$ cat config.mk
export PLATFORM = sky130hd
export DESIGN_NAME = capture_buf
export DESIGN_NICKNAME = d
export VERILOG_FILES = /design/src/rtl/capture_pkg.sv /design/src/rtl/ram_sdp.sv /design/src/rtl/capture_buf.sv
export SDC_FILE = /design/constraint.sdc
export NUM_CORES = 2
export LEC_CHECK = 0
export ABC_CLOCK_PERIOD_IN_PS = 5700
export BUFFER_PORTS_ARGS = -buffer_cell sky130_fd_sc_hd__buf_4
export CAP_MARGIN = 20
export CORE_MARGIN = 2
export CORE_UTILIZATION = 55
export DETAILED_ROUTE_END_ITERATION = 8
export HOLD_SLACK_MARGIN = 0.12
export PLACE_DENSITY = 0.76
export SYNTH_ARGS = -nofsm -noshare
export SYNTH_HDL_FRONTEND = slang
export SYNTH_SLANG_ARGS = --single-unit
$ cat constraint.sdc
create_clock -name clk -period 5.7 [get_ports clk]
set_clock_uncertainty 0.15 [all_clocks]
set_input_delay 0.57 -clock clk [delete_from_list [all_inputs] [get_ports clk]]
set_output_delay 0.57 -clock clk [all_outputs]
set_load 0.05 [all_outputs]
$ cat src/rtl/capture_pkg.sv
// Shared types and helpers for the capture buffer.
// State encoding plus ring-address arithmetic.
package capture_pkg;

    typedef enum logic [2:0] {
        IDLE,
        PRE,
        WAIT_TRIG,
        POST,
        READ
    } state_t;

    function automatic logic [31:0] ring_sub(
        input logic [31:0] a,
        input logic [31:0] b,
        input int          aw
    );
        logic [31:0] mask;
        mask = (32'd1 << aw) - 32'd1;
        return (a - b) & mask;
    endfunction

endpackage

$ cat src/rtl/ram_sdp.sv
// Simple dual-port RAM, synchronous write and read.
// Read register only updates when re is high.
module ram_sdp #(
    parameter int DATA_WIDTH = 8,
    parameter int ADDR_WIDTH = 8
) (
    input  logic                  clk,
    input  logic                  we,
    input  logic [ADDR_WIDTH-1:0] waddr,
    input  logic [DATA_WIDTH-1:0] wdata,
    input  logic                  re,
    input  logic [ADDR_WIDTH-1:0] raddr,
    output logic [DATA_WIDTH-1:0] rdata
);

    logic [DATA_WIDTH-1:0] mem [2**ADDR_WIDTH];

    always_ff @(posedge clk) begin
        if (we)
            mem[waddr] <= wdata;
        if (re)
            rdata <= mem[raddr];
    end

endmodule

$ cat src/rtl/capture_buf.sv
// Circular pre/post-trigger capture buffer with
// oldest-first valid/ready readout.
module capture_buf
    import capture_pkg::*;
#(
    parameter int DATA_WIDTH = 8,
    parameter int ADDR_WIDTH = 8,
    parameter int CHANNELS   = 1
) (
    input  logic                           clk,
    input  logic                           rst,
    input  logic                           arm,
    input  logic [ADDR_WIDTH-1:0]          pretrig,
    input  logic                           sample_valid,
    input  logic [CHANNELS*DATA_WIDTH-1:0] sample_in,
    input  logic                           trig,
    output logic                           busy,
    output logic                           triggered,
    output logic [ADDR_WIDTH-1:0]          trig_addr,
    output logic                           rd_valid,
    input  logic                           rd_ready,
    output logic [CHANNELS*DATA_WIDTH-1:0] rd_data,
    output logic                           rd_last
);

    localparam int W = CHANNELS * DATA_WIDTH;
    localparam logic [ADDR_WIDTH-1:0] A1 = ADDR_WIDTH'(1);
    localparam logic [ADDR_WIDTH:0]   C1 = (ADDR_WIDTH+1)'(1);

    state_t state, state_n;

    logic [ADDR_WIDTH-1:0] wptr, rptr, count, post, p_reg;
    logic [ADDR_WIDTH-1:0] base, start;
    logic [ADDR_WIDTH:0]   rcnt;
    logic [W-1:0]          ram_q;
    logic                  v1, last1;
    logic                  wr_en, fire, issue, advance;
    logic                  rd_issue, done, enter_read;

    assign wr_en = sample_valid &&
                   (state == PRE || state == WAIT_TRIG ||
                    state == POST);
    assign fire       = state == WAIT_TRIG && sample_valid && trig;
    assign advance    = !rd_valid || rd_ready;
    assign issue      = state == READ && !rcnt[ADDR_WIDTH];
    assign rd_issue   = issue && advance;
    assign done       = state == READ && rd_valid &&
                        rd_ready && rd_last;
    assign enter_read = state != READ && state_n == READ;
    assign busy       = state != IDLE;

    // Oldest sample sits P words before the trigger sample.
    assign base  = (state == WAIT_TRIG) ? wptr : trig_addr;
    assign start = ADDR_WIDTH'(ring_sub(32'(base), 32'(p_reg),
                                        ADDR_WIDTH));

    always_ff @(posedge clk) begin
        if (rst)
            state <= IDLE;
        else
            state <= state_n;
    end

    always_comb begin
        state_n = state;
        unique case (state)
            IDLE:
                if (arm)
                    state_n = (pretrig == '0) ? WAIT_TRIG : PRE;
            PRE:
                if (sample_valid && count == p_reg - A1)
                    state_n = WAIT_TRIG;
            WAIT_TRIG:
                if (fire)
                    state_n = (&p_reg) ? READ : POST;
            POST:
                if (sample_valid && post == A1)
                    state_n = READ;
            READ:
                if (done)
                    state_n = IDLE;
            default:
                state_n = IDLE;
        endcase
    end

    always_ff @(posedge clk) begin
        if (rst) begin
            wptr      <= '0;
            count     <= '0;
            post      <= '0;
            p_reg     <= '0;
            trig_addr <= '0;
            triggered <= 1'b0;
            rptr      <= '0;
            rcnt      <= '0;
            v1        <= 1'b0;
            last1     <= 1'b0;
            rd_valid  <= 1'b0;
            rd_data   <= '0;
            rd_last   <= 1'b0;
        end else begin
            if (state == IDLE && arm) begin
                p_reg <= pretrig;
                wptr  <= '0;
                count <= '0;
            end
            if (wr_en)
                wptr <= wptr + A1;
            if (state == PRE && sample_valid)
                count <= count + A1;
            if (fire) begin
                trig_addr <= wptr;
                triggered <= 1'b1;
                post      <= ~p_reg;
            end
            if (state == POST && sample_valid)
                post <= post - A1;
            if (enter_read) begin
                rptr <= start;
                rcnt <= '0;
            end else if (rd_issue) begin
                rptr <= rptr + A1;
                rcnt <= rcnt + C1;
            end
            // Two-stage read pipeline stalls as a whole.
            if (advance) begin
                v1       <= issue;
                last1    <= issue && (&rcnt[ADDR_WIDTH-1:0]);
                rd_valid <= v1;
                rd_data  <= ram_q;
                rd_last  <= last1;
            end
            if (done)
                triggered <= 1'b0;
        end
    end

    ram_sdp #(
        .DATA_WIDTH(W),
        .ADDR_WIDTH(ADDR_WIDTH)
    ) u_ram (
        .clk  (clk),
        .we   (wr_en),
        .waddr(wptr),
        .wdata(sample_in),
        .re   (rd_issue),
        .raddr(rptr),
        .rdata(ram_q)
    );

endmodule

Word-level counts from Yosys, hierarchy flattened

Memories as Yosys holds them, arrays and structs flattened. A register that Yosys moved wholly into a read port is not among the register bits.
Index checks and enable logic that the tools add are counted.

Register bits after elaboration: 73
Bits in writable memories: 2048
Input bits: 22
Output and inout bits: 20
Word-level logic and storage cells: 80
Memories: 1

Memories:

| memory    | depth | width | rd ports | clocked after Yosys merged registers in | wr ports | line          | RTL |
|---|---|---|---|---|---|---|---|
| u_ram.mem | 256   | 8     | 1        | 1                                       | 1        | ram_sdp.sv:16 | `logic [DATA_WIDTH-1:0] mem [2**ADDR_WIDTH];` |

$add $sub $neg: 7
Eq/ne operators: 8
Mux-type cells: 18
Bitwise logic cells: 1
Reductions and logical operators: 31

Operator list:

| cell                                                                | count |
|---|---|
| 8-bit two-way mux                                                   | 8 |
| 8-bit by 1-bit adder with 8-bit output (second input constant)      | 3 |
| 3-bit two-way mux                                                   | 6 |
| 8-bit AND reduction                                                 | 2 |
| 8-bit by 1-bit subtractor with 8-bit output (second input constant) | 2 |
| 1-bit logical AND                                                   | 15 |
| 3-bit case mux with 5 select lines                                  | 1 |
| 9-bit by 1-bit adder with 9-bit output (second input constant)      | 1 |
| 8-bit by 1-bit == test with 1-bit output (second input constant)    | 1 |
| 8-bit == test                                                       | 1 |
| 8-bit zero test                                                     | 1 |
| 8-bit inverter                                                      | 1 |
| 2-bit nonzero test                                                  | 4 |
| 8-bit subtractor                                                    | 1 |
| 3-bit by 2-bit == test with 1-bit output (second input constant)    | 2 |
| 3-bit == test (second input constant)                               | 2 |
| 2-bit OR reduction                                                  | 2 |
| 3-bit by 1-bit == test with 1-bit output (second input constant)    | 1 |
| 3-bit zero test                                                     | 1 |
| 1-bit logical OR                                                    | 3 |
| 3-bit != test (second input constant)                               | 1 |
| 3-bit nonzero test                                                  | 1 |
| 1-bit zero test                                                     | 2 |
| 1-bit two-way mux                                                   | 2 |
| 2-bit two-way mux                                                   | 1 |

Longest topological paths before layout

Word-level depth: 9
Gate-level depth with buffers: 15
Mapped depth without buffers: 13

Cells and area by module

Synthesis repeated with hierarchy kept, for this count alone.

Cell total of the unflattened synthesis: 4221
Area, all modules: 83548.9 µm²

By module, submodules not included:

| module      | instances | cells each | area each (µm²) | sequential area each (µm²) |
|---|---|---|---|---|
| ram_sdp     | 1         | 3733       | 79636.4         | 61739.2 |
| capture_buf | 1         | 488        | 3912.5          | 1461.4 |

Worst setup path before layout

No wires, ideal clock.

Path kind: reg-to-reg
From: register state[2]
To: register rptr[7]
Setup time: 91 ps
Arrival: 2999 ps
Required time: 5459 ps
Setup slack: 2460 ps
Stages on the path, launching flop included: 14
Path buffers: 2
Period minus slack after synthesis: 3240 ps
Path through: dfxtp_1 -> clkbuf_1 -> nor2b_1 -> nor2b_1 -> buf_2 -> mux2_2 -> ha_1 -> nor2b_1 -> o21ai_0 -> a21boi_0 -> o21a_1 -> o211a_1 -> or3_1 -> a311oi_1

Longest elaborated chain between the ends: 9
Elaborated cells between the ends (all ways): 25
Classes of those cells: 1 x add/sub; 6 x eq/ne; 8 x mux; 10 x reduce/logical

RTL lines:

| element                                                 | line                                                    | RTL |
|---|---|---|
| from (decl)                                             | capture_buf.sv:30                                       | `state_t state, state_n;` |
| from (signal assigned)                                  | capture_buf.sv:61                                       | `state <= state_n;` |
| 3-bit == test                                           | capture_buf.sv:45, capture_buf.sv:47, capture_buf.sv:66 |  |
| 1-bit logical AND (2 in a row)                          | capture_buf.sv:47                                       | `assign done = state == READ && rd_valid &&` |
| 1-bit logical AND                                       | capture_buf.sv:48                                       | `rd_ready && rd_last;` |
| 3-bit two-way mux                                       | capture_buf.sv:80                                       | `if (done)` |
| 3-bit case mux with 5 select lines                      | capture_buf.sv:66                                       | `unique case (state)` |
| 3-bit == test                                           | capture_buf.sv:49                                       | `assign enter_read = state != READ && state_n == READ;` |
| 1-bit logical AND                                       | capture_buf.sv:49                                       |  |
| 8-bit two-way mux or 2-bit nonzero test (tied branches) | n/a                                                     |  |
| to (signal assigned)                                    | capture_buf.sv:120                                      | `rptr <= start;` |
| to (signal assigned)                                    | capture_buf.sv:123                                      | `rptr <= rptr + A1;` |
| to (decl)                                               | capture_buf.sv:32                                       | `logic [ADDR_WIDTH-1:0] wptr, rptr, count, post, p_reg;` |

Parallel ways exist; a longest one is shown, timed or not.
A chain may end at the register's enable or synchronous reset.

==> results.ini <==
[synth]
ys.flop_type = edfxtp_1
postSynthAreaPerCell_sq_um = 20.0
synth_edf_count = 2056
synth.distinct_cells = 76
yosysSeqAreaShare_pct = 75.2
ys_ff_latch = 2129
yosysWarnings = 0
synthCells = 4214
synthArstFlopShare_pct = 0
syn_nets = 4255
synth_area_sq_um = 84100

[global_routing]
grt_max_degree = 165
grt_use_total_pct = 28.1
grt_pass1_wl_microns = 312000
antenna_found_initial = 6
grt_busiest_layer = met2
globalRouteMet2Util_pct = 42.2
grt-ovfl-total = 0
grt_use_met1_pct = 38.5
gr-usage-met3_pct = 8.10
grt_pass1_vias = 42902

[outcome]
status = completed

[timing]
fin_crit_ps = 4470
report.final.slew_viol_count = 0
max_freq_ghz = 0.224
setup_viol = 0
setup_slack_ps = 1230
tns_ps = 0
worst_slew_pin_slew_ps = 1280
whs_ps = 174
finalHoldViolations = 0
rsz0062_at_grt = no
max_slew_margin_pct = 14.4
min_period_over_period_pct = 78.4

[finish]
area_growth_pct = 10.6
fin_nets = 4359
regMostFlops = u_ram.mem
final_common_cell = edfxtp_1
top_regs = u_ram.mem: 2048 flops, rcnt: 9 flops
final_cell_mix = 2056 x edfxtp_1, 467 x mux4_2, 345 x nor2_1
drive_gt1_share_pct = 21.0
largest_reg_flops = 2048

[floorplanning]
dieArea_sq_um = 156000
die_x_microns = 395
core-area_sq_um = 152000
std_cell_rows = 143
pin_count = 42
initial_core_util_pct = 55.4
die_y_microns = 395

[critical_path]
crit_path_end_kind = flop
critPathRequiredTime_ps = 6150
crit_path_max_fanout = 26
crit_arrival_ps = 4920
criticalPathCategory = reg -> reg
start_kind = flop

[routing]
drc = 0
drt-total-wl_microns = 220000
drt-wirelength-per-cell_microns = 33.8
first_pass_iters = 6
num_vias = 44228
drtIter0Drc = 7156
via_per_inst = 6.79
ant_nets = 0

[pwr]
fin_total_pwr_mw = 30.8
leakage_nw = 28.0
ir_worst_vdd_v = 0.000331
pwr_density_cell_nw_per_um2 = 331

[clocking]
postCtsSetupRepairBufs = 0
path_clk_slew_ps = 60
clock_sinks = 2129
cts_tree = done
cts_buffers = 197
ctsHoldBuffers = 20
cts.repair.resized = 0
htreeDepth = 4
clock_latency_ps = 860
cts_buffer_depth = 3
clockRootBuffer = clkbuf_16

[job]
max_cap_viol_count = 0

[hold_path]
hp-class = in -> reg

[place]
port_buffers = 41
pre_cts_ws_ps = 1270
post-dp-hpwl_microns = 129000
gp_routability_congestion = 0.923

area by class of cell:
class	count	area, sq um
well taps	2030	2540
clock buffers	241	5200
inverters	24	96.3
clock inverters	123	1220
repair buffers	158	1530
fillers	10067	58900
diodes	5	12.5
flip-flops and latches	2129	63200
multi-input cells	1808	19200
cell families (layout without fill, tap and decap cells):
family / count (synthesis) / in the layout / share of synthesized area (%)
compound gates: 376 / 376 / 3.07
xor+xnor: 31 / 31 / 0.323
fa+ha+maj: 19 / 19 / 0.292
buf+inv: 277 / 546 / 2.11
flops: 2129 / 2129 / 75.2
mux: 685 / 685 / 15.6
other cells: 0 / 5 / 0
simple gates: 697 / 697 / 3.50
report_power, final:
group | total (mW) | switching (mW) | internal [mW]
Sequential | 17.2 | 0.0121 | 17.1
Clock | 13.2 | 5.72 | 7.48
Combinational | 0.432 | 0.356 | 0.0760
Total | 30.8 | 6.08 | 24.7
worst paths after layout:
kind | cells after the start | end | startpoint | slack, ps
worst min register to register | 2 | rcnt[8]$_SDFFE_PP0P_ | rcnt[8]$_SDFFE_PP0P_ | 300
worst max-delay path | 8 | u_ram.rdata[3]$_DFFE_PP_ | rptr[0]$_SDFFE_PP0P_ | 1230
worst min-delay path | 1 | u_ram.mem[91][4]$_DFFE_PP_ | sample_in[4] | 170
worst max register to register | 8 | u_ram.rdata[3]$_DFFE_PP_ | rptr[0]$_SDFFE_PP0P_ | 1230
Yosys cell counts, types with 18 or more instances:
cell type / number / area [sq um]
edfxtp_1: 2056 / 61700
mux4_2: 467 / 10500
nor2_1: 347 / 1300
nand2_1: 190 / 713
mux2i_1: 178 / 1780
a21oi_1: 120 / 601
clkbuf_1: 103 / 387
dfxtp_1: 73 / 1460
buf_2: 69 / 345
nand3_1: 52 / 260
o21ai_0: 33 / 165
a211oi_1: 24 / 180
a221oi_1: 24 / 210
o221ai_1: 24 / 210
o22ai_1: 24 / 150
a22oi_1: 23 / 173
buf_6: 23 / 259
inv_1: 22 / 82.6
mux4_1: 22 / 578
nor3_1: 22 / 110
nor2b_1: 21 / 131
xnor2_1: 20 / 175
buf_4: 18 / 135
ha_1: 18 / 225
mux2_2: 18 / 203
nand4_1: 18 / 113
routing by layer:
metal	share of wire, %	up-vias
met5	0.019	-
met4	5.1	6
met3	13	618
met2	46	3481
met1	36	22647
li1	-	17476
through the flow:
step           util [%]  std cells  area, sq um
3_3_place_gp       56.8       6127        86300
2_1_floorplan         -       4214        84100
4_1_cts            61.2       6513        93000
5_1_grt            61.2       6513        93000
6_report           61.2       6518        93000
3_5_place_dp       56.9       6129        86400
worst max-delay path, cell delays in order, from the launching register on:
cell	delay, ps
dfxtp_4	800
buf_4	560
mux4_2	570
mux2_2	290
a2111oi_0	880
o21bai_1	120
a21oi_1	470
a311o_1	250
a21oi_1	80
No activity file was read; power rests on OpenSTA's default activity.
